==> src/rtl/mul_ram_sequencer_if.sv <==
// Handshake and RAM-control bundle of mul_ram_sequencer.
// slave = sequencer side, master = job source and product consumer.
interface mul_ram_sequencer_if #(
   parameter int ADDR_W = 4
);
   logic              start;
   logic [ADDR_W:0]   count;
   logic              in_valid;
   logic              in_ready;
   logic              out_valid;
   logic              out_ready;
   logic [ADDR_W-1:0] ab_addr;
   logic              ab_w_en;
   logic              ab_op_en;
   logic [ADDR_W-1:0] c_addr;
   logic              c_w_en;
   logic              c_op_en;
   logic              busy;
   logic              done;

   modport slave (
      input  start, count, in_valid, out_ready,
      output in_ready, out_valid,
      output ab_addr, ab_w_en, ab_op_en,
      output c_addr, c_w_en, c_op_en,
      output busy, done
   );

   modport master (
      output start, count, in_valid, out_ready,
      input  in_ready, out_valid,
      input  ab_addr, ab_w_en, ab_op_en,
      input  c_addr, c_w_en, c_op_en,
      input  busy, done
   );
endinterface

==> src/rtl/mul_ram_sequencer.sv <==
// Sequencer for the dual RAM16x8 -> multiplier -> RAM16x16 datapath:
// load operands, pipelined multiply pass, stream products out, pulse done.
module mul_ram_sequencer #(
   parameter int ADDR_W = 4,
   parameter int DEPTH  = 2**ADDR_W
) (
   input  logic              clk,
   input  logic              reset,
   mul_ram_sequencer_if.slave bus
);
   localparam int CW = ADDR_W + 1;
   localparam logic [CW-1:0] ONE  = CW'(1);
   localparam logic [CW-1:0] MAXC = CW'(DEPTH);

   typedef enum logic [2:0] {
      S_IDLE, S_LOAD, S_CALC, S_RD, S_OUT, S_DONE
   } state_t;

   state_t state_q, state_d;
   logic [CW-1:0] idx_q, idx_d;
   logic [CW-1:0] cnt_q, cnt_d;

   logic in_ready_q, in_ready_d;
   logic out_valid_q, out_valid_d;
   logic [ADDR_W-1:0] ab_addr_q, ab_addr_d;
   logic ab_op_en_q, ab_op_en_d;
   logic [ADDR_W-1:0] c_addr_q, c_addr_d;
   logic c_w_en_q, c_w_en_d;
   logic c_op_en_q, c_op_en_d;
   logic busy_q, busy_d;
   logic done_q, done_d;

   logic in_hs;
   logic out_hs;
   logic last;

   assign in_hs  = in_ready_q & bus.in_valid;
   assign out_hs = out_valid_q & bus.out_ready;
   assign last   = (idx_q == cnt_q - ONE);

   // Next state, index and latched count.
   always_comb begin
      state_d = state_q;
      idx_d   = idx_q;
      cnt_d   = cnt_q;
      unique case (state_q)
         S_IDLE: begin
            if (bus.start) begin
               if (bus.count == '0) begin
                  state_d = S_DONE;
               end else begin
                  state_d = S_LOAD;
                  idx_d   = '0;
                  cnt_d   = (bus.count > MAXC) ? MAXC : bus.count;
               end
            end
         end
         S_LOAD: begin
            if (in_hs) begin
               if (last) begin
                  idx_d   = '0;
                  state_d = S_CALC;
               end else begin
                  idx_d = idx_q + ONE;
               end
            end
         end
         S_CALC: begin
            // idx walks 0..cnt; the final step only drains the write.
            if (idx_q == cnt_q) begin
               idx_d   = '0;
               state_d = S_RD;
            end else begin
               idx_d = idx_q + ONE;
            end
         end
         S_RD: begin
            state_d = S_OUT;
         end
         S_OUT: begin
            if (out_hs) begin
               if (last) begin
                  idx_d   = '0;
                  state_d = S_DONE;
               end else begin
                  idx_d   = idx_q + ONE;
                  state_d = S_RD;
               end
            end
         end
         S_DONE: begin
            state_d = S_IDLE;
         end
         default: begin
            state_d = S_IDLE;
         end
      endcase
   end

   // Outputs decoded from the next state so they leave straight from flops.
   always_comb begin
      in_ready_d  = 1'b0;
      out_valid_d = 1'b0;
      ab_addr_d   = '0;
      ab_op_en_d  = 1'b0;
      c_addr_d    = '0;
      c_w_en_d    = 1'b0;
      c_op_en_d   = 1'b0;
      busy_d      = 1'b0;
      done_d      = 1'b0;
      unique case (state_d)
         S_LOAD: begin
            busy_d     = 1'b1;
            in_ready_d = 1'b1;
            ab_addr_d  = ADDR_W'(idx_d);
         end
         S_CALC: begin
            busy_d = 1'b1;
            if (idx_d < cnt_d) begin
               ab_op_en_d = 1'b1;
               ab_addr_d  = ADDR_W'(idx_d);
            end else begin
               ab_addr_d = ADDR_W'(cnt_d - ONE);
            end
            if (idx_d != '0) begin
               c_w_en_d = 1'b1;
               c_addr_d = ADDR_W'(idx_d - ONE);
            end
         end
         S_RD: begin
            busy_d    = 1'b1;
            c_op_en_d = 1'b1;
            c_addr_d  = ADDR_W'(idx_d);
         end
         S_OUT: begin
            busy_d      = 1'b1;
            out_valid_d = 1'b1;
            c_addr_d    = ADDR_W'(idx_d);
         end
         S_DONE: begin
            done_d = 1'b1;
         end
         default: begin
            busy_d = 1'b0;
         end
      endcase
   end

   // State and registered outputs; reset drops every enable at once.
   always_ff @(posedge clk or posedge reset) begin
      if (reset) begin
         state_q     <= S_IDLE;
         idx_q       <= '0;
         cnt_q       <= '0;
         in_ready_q  <= 1'b0;
         out_valid_q <= 1'b0;
         ab_addr_q   <= '0;
         ab_op_en_q  <= 1'b0;
         c_addr_q    <= '0;
         c_w_en_q    <= 1'b0;
         c_op_en_q   <= 1'b0;
         busy_q      <= 1'b0;
         done_q      <= 1'b0;
      end else begin
         state_q     <= state_d;
         idx_q       <= idx_d;
         cnt_q       <= cnt_d;
         in_ready_q  <= in_ready_d;
         out_valid_q <= out_valid_d;
         ab_addr_q   <= ab_addr_d;
         ab_op_en_q  <= ab_op_en_d;
         c_addr_q    <= c_addr_d;
         c_w_en_q    <= c_w_en_d;
         c_op_en_q   <= c_op_en_d;
         busy_q      <= busy_d;
         done_q      <= done_d;
      end
   end

   assign bus.in_ready  = in_ready_q;
   assign bus.out_valid = out_valid_q;
   assign bus.ab_addr   = ab_addr_q;
   assign bus.ab_w_en   = in_hs;
   assign bus.ab_op_en  = ab_op_en_q;
   assign bus.c_addr    = c_addr_q;
   assign bus.c_w_en    = c_w_en_q;
   assign bus.c_op_en   = c_op_en_q;
   assign bus.busy      = busy_q;
   assign bus.done      = done_q;
endmodule
==> src/flat_wrapper.sv <==
// flat-port wrapper written by rule: the top's interface ports become plain ports
module mul_ram_sequencer_flat 
#(
   parameter int ADDR_W = 4,
   parameter int DEPTH  = 2**ADDR_W
)
  (clk, reset, bus_start, bus_count, bus_in_valid, bus_out_ready, bus_in_ready, bus_out_valid, bus_ab_addr, bus_ab_w_en, bus_ab_op_en, bus_c_addr, bus_c_w_en, bus_c_op_en, bus_busy, bus_done);
  mul_ram_sequencer_if #(.ADDR_W(ADDR_W)) bus_i ();
  input  logic clk;
  input  logic reset;
  input wire logic [$bits(bus_i.start)-1:0] bus_start;
  input wire logic [$bits(bus_i.count)-1:0] bus_count;
  input wire logic [$bits(bus_i.in_valid)-1:0] bus_in_valid;
  input wire logic [$bits(bus_i.out_ready)-1:0] bus_out_ready;
  output wire logic [$bits(bus_i.in_ready)-1:0] bus_in_ready;
  output wire logic [$bits(bus_i.out_valid)-1:0] bus_out_valid;
  output wire logic [$bits(bus_i.ab_addr)-1:0] bus_ab_addr;
  output wire logic [$bits(bus_i.ab_w_en)-1:0] bus_ab_w_en;
  output wire logic [$bits(bus_i.ab_op_en)-1:0] bus_ab_op_en;
  output wire logic [$bits(bus_i.c_addr)-1:0] bus_c_addr;
  output wire logic [$bits(bus_i.c_w_en)-1:0] bus_c_w_en;
  output wire logic [$bits(bus_i.c_op_en)-1:0] bus_c_op_en;
  output wire logic [$bits(bus_i.busy)-1:0] bus_busy;
  output wire logic [$bits(bus_i.done)-1:0] bus_done;
  assign bus_i.start = bus_start;
  assign bus_i.count = bus_count;
  assign bus_i.in_valid = bus_in_valid;
  assign bus_i.out_ready = bus_out_ready;
  assign bus_in_ready = bus_i.in_ready;
  assign bus_out_valid = bus_i.out_valid;
  assign bus_ab_addr = bus_i.ab_addr;
  assign bus_ab_w_en = bus_i.ab_w_en;
  assign bus_ab_op_en = bus_i.ab_op_en;
  assign bus_c_addr = bus_i.c_addr;
  assign bus_c_w_en = bus_i.c_w_en;
  assign bus_c_op_en = bus_i.c_op_en;
  assign bus_busy = bus_i.busy;
  assign bus_done = bus_i.done;
  mul_ram_sequencer #(.ADDR_W(ADDR_W), .DEPTH(DEPTH)) u_core (.clk(clk), .reset(reset), .bus(bus_i));
endmodule
==> config.mk <==
export PLATFORM = sky130hd
export DESIGN_NAME = mul_ram_sequencer_flat
export DESIGN_NICKNAME = d
export VERILOG_FILES = /design/src/rtl/mul_ram_sequencer_if.sv /design/src/rtl/mul_ram_sequencer.sv /design/src/flat_wrapper.sv
export SDC_FILE = /design/constraint.sdc
export NUM_CORES = 1
export LEC_CHECK = 0
export ABC_AREA = 1
export BUFFER_PORTS_ARGS = -buffer_cell sky130_fd_sc_hd__buf_2
export CAP_MARGIN = 10
export CORE_UTILIZATION = 40
export DETAILED_ROUTE_END_ITERATION = 10
export SLEW_MARGIN = 20
export SYNTH_ARGS = -nofsm -noshare
export SYNTH_HDL_FRONTEND = slang
export SYNTH_SLANG_ARGS = --single-unit
==> constraint.sdc <==
create_clock -name clk -period 2.7 [get_ports clk]
set_input_delay 0.54 -clock clk [delete_from_list [all_inputs] [get_ports clk]]
set_output_delay 0.54 -clock clk [all_outputs]
set_load 0.03 [all_outputs]
# Word-level counts from Yosys, hierarchy flattened
# Cells that the tools add are included.
classes:
  n_addsub: 4
  muxes: 32
  reduce_logical: 5
  n_bitwise: 2
  eq_ne: 11
  order_cmp: 2
op_table:
  columns: ["cell", "count"]
  rows:
  - ["5-bit 2-to-1 mux", 10]
  - ["3-bit 2-to-1 mux", 7]
  - ["5-bit case mux with 4 select lines", 1]
  - ["4-bit case mux with 2 select lines", 2]
  - ["3-bit case mux with 5 select lines", 1]
  - ["3-bit by 2-bit == test with 1-bit output, second input constant", 4]
  - ["5-bit == test", 2]
  - ["3-bit == test, second input constant", 3]
  - ["1-bit 2-to-1 mux", 9]
  - ["4-bit 2-to-1 mux", 2]
  - ["4-bit by 1-bit subtractor with 4-bit output, second input constant", 2]
  - ["3-bit by 1-bit == test with 1-bit output, second input constant", 2]
  - ["5-bit by 1-bit adder with 5-bit output, second input constant", 1]
  - ["5-bit greater-than comparator, second input constant", 1]
  - ["5-bit logical NOT", 1]
  - ["5-bit less-than comparator", 1]
  - ["5-bit nonzero test", 1]
  - ["5-bit by 1-bit subtractor with 5-bit output, second input constant", 1]
  - ["4-bit OR reduction", 1]
  - ["3-bit logical NOT", 1]
  - ["1-bit bitwise AND", 2]
  - ["2-bit OR reduction", 1]
totals:
  ff_bits: 28

# Longest topological paths before layout
logic_depth:
  depth_word: 8
  depth_mapped: 21
  depth_no_buf: 21

# Worst setup path after synthesis
# OpenSTA, ideal clock, no wires.
synth_timing:
  path_kind: "register to register"
  startpoint: "register u_core.cnt_q[0]"
  endpoint: "register u_core.ab_addr_q[1] (netlist: u_core.bus.ab_addr[1])"
  t_arrival_ps: 2372
  path_stages_with_launch: 22
  slack_ps: 263
  cell_sequence: "dfrtp_1 > inv_1 > ha_1 > inv_1 > nand2_1 > nand2_1 > nor2_1 > nand2_1 > nor2_2 > nand2_2 > nand2_2 > nand2_4 > nand2_1 > nand2_2 > ha_1 > a21oi_1 > nor2_1 > a211oi_1 > nand3_1 > nand2_2 > nand2_1 > nand2_1"
synth_via:
  elab_chain_cells: 8
synth_rtl:
  columns: ["item", "line_no", "source"]
  rows:
  - ["start, declared", "mul_ram_sequencer.sv:21", "logic [CW-1:0] cnt_q, cnt_d;"]
  - ["start signal, assigned", "mul_ram_sequencer.sv:167", "cnt_q <= cnt_d;"]
  - ["5-bit by 1-bit subtractor with 5-bit output", "mul_ram_sequencer.sv:39", "assign last = (idx_q == cnt_q - ONE);"]
  - ["5-bit == test", "mul_ram_sequencer.sv:39", null]
  - ["5-bit 2-to-1 mux", "mul_ram_sequencer.sv:60, mul_ram_sequencer.sv:82", null]
  - ["5-bit 2-to-1 mux (on tied branches)", "mul_ram_sequencer.sv:81, mul_ram_sequencer.sv:59", null]
  - ["5-bit case mux with 4 select lines (*)", "mul_ram_sequencer.sv:46", "unique case (state_q)"]
  - ["named net u_core.idx_d[2]", "mul_ram_sequencer.sv:20", "logic [CW-1:0] idx_q, idx_d;"]
  - ["5-bit less-than comparator (*)", "mul_ram_sequencer.sv:119", "if (idx_d < cnt_d) begin"]
  - ["4-bit 2-to-1 mux (*)", "mul_ram_sequencer.sv:119", null]
  - ["4-bit case mux with 2 select lines (*)", "mul_ram_sequencer.sv:111", "unique case (state_d)"]
  - ["named net u_core.ab_addr_d[1]", "mul_ram_sequencer.sv:25", "logic [ADDR_W-1:0] ab_addr_q, ab_addr_d;"]
  - ["end signal, assigned", "mul_ram_sequencer.sv:170", "ab_addr_q <= ab_addr_d;"]
  - ["end, declared", "mul_ram_sequencer.sv:25", null]
# The timed path passes the listed nets; every way through them passes the cells marked *.

# Final worst setup path
layout_timing:
  startpoint: "register u_core.cnt_q[0]"
  endpoint: "register u_core.ab_addr_q[2] (netlist: u_core.bus.ab_addr[2])"
layout_via:
  elab_chain_cells: 8
layout_rtl:
  columns: ["item", "line_no"]
  rows:
  - ["5-bit by 1-bit subtractor with 5-bit output", "mul_ram_sequencer.sv:39"]
  - ["5-bit == test", "mul_ram_sequencer.sv:39"]
  - ["5-bit 2-to-1 mux", "mul_ram_sequencer.sv:60, mul_ram_sequencer.sv:82"]
  - ["5-bit 2-to-1 mux (on tied branches)", "mul_ram_sequencer.sv:81, mul_ram_sequencer.sv:59"]
  - ["5-bit case mux with 4 select lines (*)", "mul_ram_sequencer.sv:46"]
  - ["named net u_core.idx_d[2]", "mul_ram_sequencer.sv:20"]
  - ["5-bit less-than comparator", "mul_ram_sequencer.sv:119"]
  - ["4-bit 2-to-1 mux", "mul_ram_sequencer.sv:119"]
  - ["4-bit case mux with 2 select lines (*)", "mul_ram_sequencer.sv:111"]
  - ["named net u_core.ab_addr_d[2]", "mul_ram_sequencer.sv:25"]
# Marked as above.

==> results_tabular.tex <==
\begin{tabular}{lr}
\hline
Metric & Value \\
\hline
\multicolumn{2}{l}{\textbf{Timing}} \\
Setup repair after global routing missed its margin & yes \\
Clock skew after layout & approximately 5.3 ps \\
Rel. slew slack & a little under three quarters \\
Final critical delay including setup and external delays & approximately 2600 ps \\
Final setup violation count & 0 \\
Fmax & around 390 MHz \\
Least-Margin Pin Slew & 427.9 ps \\
Pins over their slew limit & 0 \\
Final clock period utilization by the worst path & between 90\% and 100\% \\
Fin. Hold Viols & 0 \\
\multicolumn{2}{l}{\textbf{Clocking}} \\
Clock transition at the register clock pins on the worst setup and hold paths after CTS & about 90 ps \\
TritonCTS clock tree & done \\
Clock buffer count from CTS & 3 \\
Master cell of the clock root buffer & sky130\_fd\_sc\_hd\_\_clkbuf\_8 \\
Total number of H-tree levels & 1 \\
Post-cts hold buffer count & 0 \\
CTS sink count & 28 \\
Clock insertion delay at the later pin of the skew report & 270 ps \\
Maximum buffer depth of the clock tree & 2 \\
\multicolumn{2}{l}{\textbf{Routing}} \\
Number of search-and-repair iterations in the first detailed-routing pass & 4 \\
Detail-routed net length per standard cell & between 10 and 15 um \\
DRT antenna net count & 0 \\
DR vias/cell & $\sim$4.6 \\
\# DRC & 0 \\
Vias after detailed routing & 1,617 \\
Detailed Route Iter0 Violations & 70 \\
Final routed wirelength across all metal layers & 3933 um \\
\multicolumn{2}{l}{\textbf{Global routing}} \\
Total grt overflow & 0 \\
Antenna violations before repair & 0 \\
Overall fraction of global-route tracks in use & around 17\% \\
First-pass GRT wire length & roughly 6800 um \\
Maximum number of pins on one net before global-route repair & 29 \\
Vias in the first global route & approximately 1.5k \\
\multicolumn{2}{l}{\textbf{Floorplan}} \\
Rows & 24 \\
Die extent in x & approximately 70 um \\
Die ar. & just under 0.005 mm2 \\
Area of the core & 0.004384 mm2 \\
Y dimension of the die & 69.70 um \\
Starting utilization of the core area & a little over two fifths \\
Boundary Pins & 26 \\
\multicolumn{2}{l}{\textbf{Critical path}} \\
R2r startpoint & u\_core.cnt\_q[0] \\
Worst Reg2Reg Path Length in Cells & 21 \\
Worst endpoint required time & roughly 2900 ps \\
Minimum setup slack among reg-to-reg paths & 150 ps \\
Sort of element at the end of the critical path & flip-flop \\
Crit path DAT & $\sim$2800 ps \\
Capture instance of the worst register-to-register path & u\_core.bus.ab\_addr[2] \\
Setup crit start kind & flip-flop \\
Peak fanout along the critical path & 5 \\
Class of the most critical setup path & reg2reg \\
\multicolumn{2}{l}{\textbf{Status}} \\
Result of the run & complete, no violations \\
\multicolumn{2}{l}{\textbf{Layout}} \\
Final antenna diode count & 0 \\
Fraction of layout cells with a size suffix above 1 & 27.27\% \\
Synthesis-to-layout area growth & 20.75\% \\
Final core utilization & 50.49\% \\
Number of nets in the finished design & between 300 and 400 \\
\multicolumn{2}{l}{\textbf{Synthesis}} \\
Number of synthesized register bits & 28 \\
Gate count of the mapped netlist & 256 \\
Count of unique library cells instantiated by Yosys & 27 \\
Post-synthesis net count & approximately 280 \\
Area of the mapped netlist & approximately 0.0018 mm2 \\
Post-Synthesis Mean Instance Area & 7.160 um2 \\
Register area share after synthesis & about two fifths \\
Synth warn & 0 \\
\multicolumn{2}{l}{\textbf{Placement}} \\
Global placement routability congestion & around 0.9 \\
Total half-perimeter wirelength after legalization and detailed placement & a little over 3000 um \\
Number of buffers added on ports & 25 \\
\multicolumn{2}{l}{\textbf{Power}} \\
IR Drop Worst-Case VDD & a little over 0.5 mV \\
Total power & roughly 2.3 mW \\
LEAKAGE & approximately 1.3 nW \\
Power per cell area & 1025 mW/mm2 \\
\multicolumn{2}{l}{\textbf{Job}} \\
Number of max-cap violations & 0 \\
\multicolumn{2}{l}{\textbf{Min path}} \\
Worst min-delay path class & in2async \\
\hline
\end{tabular}
## per-layer routing
| metal | track usage, % | wire length, um | part of all wire (%) |
|---|---|---|---|
| met1 | 24.19 | 1923 | 49 |
| met5 | 0 | 0 | 0 |
| met2 | 28.91 | 1809 | 46 |
| met3 | 3.198 | 165 | 4.2 |
| met4 | 2.000 | 35 | 0.89 |
## registers in the layout, summed over array words and instances (netlist names)
register,flops
u_core.bus.c_w_en,1
u_core.bus.busy,1
u_core.bus.done,1
u_core.bus.ab_addr,4
u_core.idx_q,5
u_core.bus.c_addr,4
u_core.bus.in_ready,1
u_core.state_q,3
u_core.bus.out_valid,1
u_core.cnt_q,5
u_core.bus.c_op_en,1
u_core.bus.ab_op_en,1
## layout by cell type (no fill, tap or decap), types with 2 or more instances in the layout
| cell type | netlist | final |
|---|---|---|
| sky130_fd_sc_hd__ha_1 | 9 | 6 |
| sky130_fd_sc_hd__a22oi_1 | 2 | 2 |
| sky130_fd_sc_hd__xor2_1 | 7 | 7 |
| sky130_fd_sc_hd__nor2_1 | 19 | 19 |
| sky130_fd_sc_hd__buf_2 | 0 | 25 |
| sky130_fd_sc_hd__nand2_1 | 87 | 85 |
| sky130_fd_sc_hd__o21ai_0 | 3 | 3 |
| sky130_fd_sc_hd__inv_2 | 6 | 11 |
| sky130_fd_sc_hd__ha_4 | 0 | 3 |
| sky130_fd_sc_hd__nand3_1 | 17 | 17 |
| sky130_fd_sc_hd__dfrtp_1 | 28 | 28 |
| sky130_fd_sc_hd__a21oi_1 | 3 | 2 |
| sky130_fd_sc_hd__buf_4 | 0 | 13 |
| sky130_fd_sc_hd__nand2_4 | 2 | 2 |
| sky130_fd_sc_hd__nor2_2 | 3 | 3 |
| sky130_fd_sc_hd__inv_1 | 47 | 42 |
| sky130_fd_sc_hd__clkbuf_8 | 0 | 3 |
| sky130_fd_sc_hd__nand2_2 | 10 | 12 |
## per-stage QoR
stage | TNS [ps] | std cells | instance area [um2] | hold WS, ps | setup WS (ps)
after floorplan | 0 | 256 | 1833 | 519.2 | 263.1
after global placement | 0 | 340 | 2076 | 565.4 | 96.09
after detailed placement | 0 | 340 | 2076 | 571.1 | 52.21
after CTS | 0 | 343 | 2117 | 328.7 | 1.962
after global routing | -461.3 | 349 | 2213 | 361.6 | -110.7
final | 0 | 349 | 2213 | 318.8 | 147.4
## cells by family after synthesis
logic type | share of synthesized area [%]
buf+inv | 10.85
fa+ha+maj | 6.143
compound gates | 5.597
xor+xnor | 3.345
flops | 38.23
simple gates | 35.84
## worst max-delay path by stage
| stage | from | endpoint | slack (ps) | cells past startpoint |
|---|---|---|---|---|
| final | u_core.cnt_q[0] | u_core.bus.ab_addr[2] | 150 | 21 |
| after detailed placement | u_core.cnt_q[0] | u_core.bus.ab_addr[1] | 50 | 21 |
| after CTS | u_core.cnt_q[0] | u_core.bus.ab_addr[1] | 2 | 21 |
| after global routing | u_core.state_q[1] | u_core.bus.ab_addr[3] | -110 | 18 |
| after global placement | u_core.cnt_q[0] | u_core.bus.ab_addr[3] | 100 | 21 |
| after floorplan | u_core.cnt_q[0] | u_core.bus.ab_addr[1] | 260 | 21 |
## power by group
group	switching [mW]	internal (mW)
Sequential	0.0796	0.522
Combinational	0.919	0.526
Clock	0.121	0.100
Total	1.12	1.15
## layout make-up
| type | instances | area, um2 |
|---|---|---|
| Fill cell | 447 | 2171 |
| Tap cell | 52 | 65.06 |
| Inverter | 53 | 198.9 |
| Timing Repair Buffer | 38 | 222.7 |
| Multi-Input combinational cell | 175 | 984.7 |
| Clock buffer | 3 | 41.29 |
| Sequential cell | 28 | 700.7 |
## synthesized netlist by cell type (all sizes together)
cell type	instances	area [um2]
a211oi	1	7.510
a21oi	4	31.28
a22oi	2	15.01
dfrtp	28	700.7
ha	9	112.6
inv	53	198.9
nand2	99	411.6
nand3	18	95.09
nand3b	1	7.510
nand4	1	6.260
nor2	24	121.4
nor3	2	15.01
o211ai	1	7.510
o21ai	4	23.77
o21bai	1	11.26
o22ai	1	6.260
xor2	7	61.31
## worst max-delay path: stages, from the launching register on
cell and delay [ps]:
sky130_fd_sc_hd__dfrtp_1 390, sky130_fd_sc_hd__inv_2 70, sky130_fd_sc_hd__ha_4 270, sky130_fd_sc_hd__inv_2 20, sky130_fd_sc_hd__nand2_1 50, sky130_fd_sc_hd__nand2_1 40
sky130_fd_sc_hd__nor2_1 80, sky130_fd_sc_hd__nand2_1 60, sky130_fd_sc_hd__nor2_2 80, sky130_fd_sc_hd__nand2_2 70, sky130_fd_sc_hd__nand2_2 100, sky130_fd_sc_hd__nand2_4 70
sky130_fd_sc_hd__nand2_2 60, sky130_fd_sc_hd__nand2_2 70, sky130_fd_sc_hd__ha_4 220, sky130_fd_sc_hd__a21oi_2 140, sky130_fd_sc_hd__nor2_1 60, sky130_fd_sc_hd__a211oi_2 220
sky130_fd_sc_hd__nand3_1 150, sky130_fd_sc_hd__nand2_2 130, sky130_fd_sc_hd__nand2_1 60, sky130_fd_sc_hd__nand2_1 70
## what timing repair did
| item | CTS | global route |
|---|---|---|
| resized for setup | 0 | 12 |
| setup endpoints to repair | 0 | 9 |
| buffers inserted | 0 | 6 |
No activity file was read; power rests on OpenSTA's default activity.
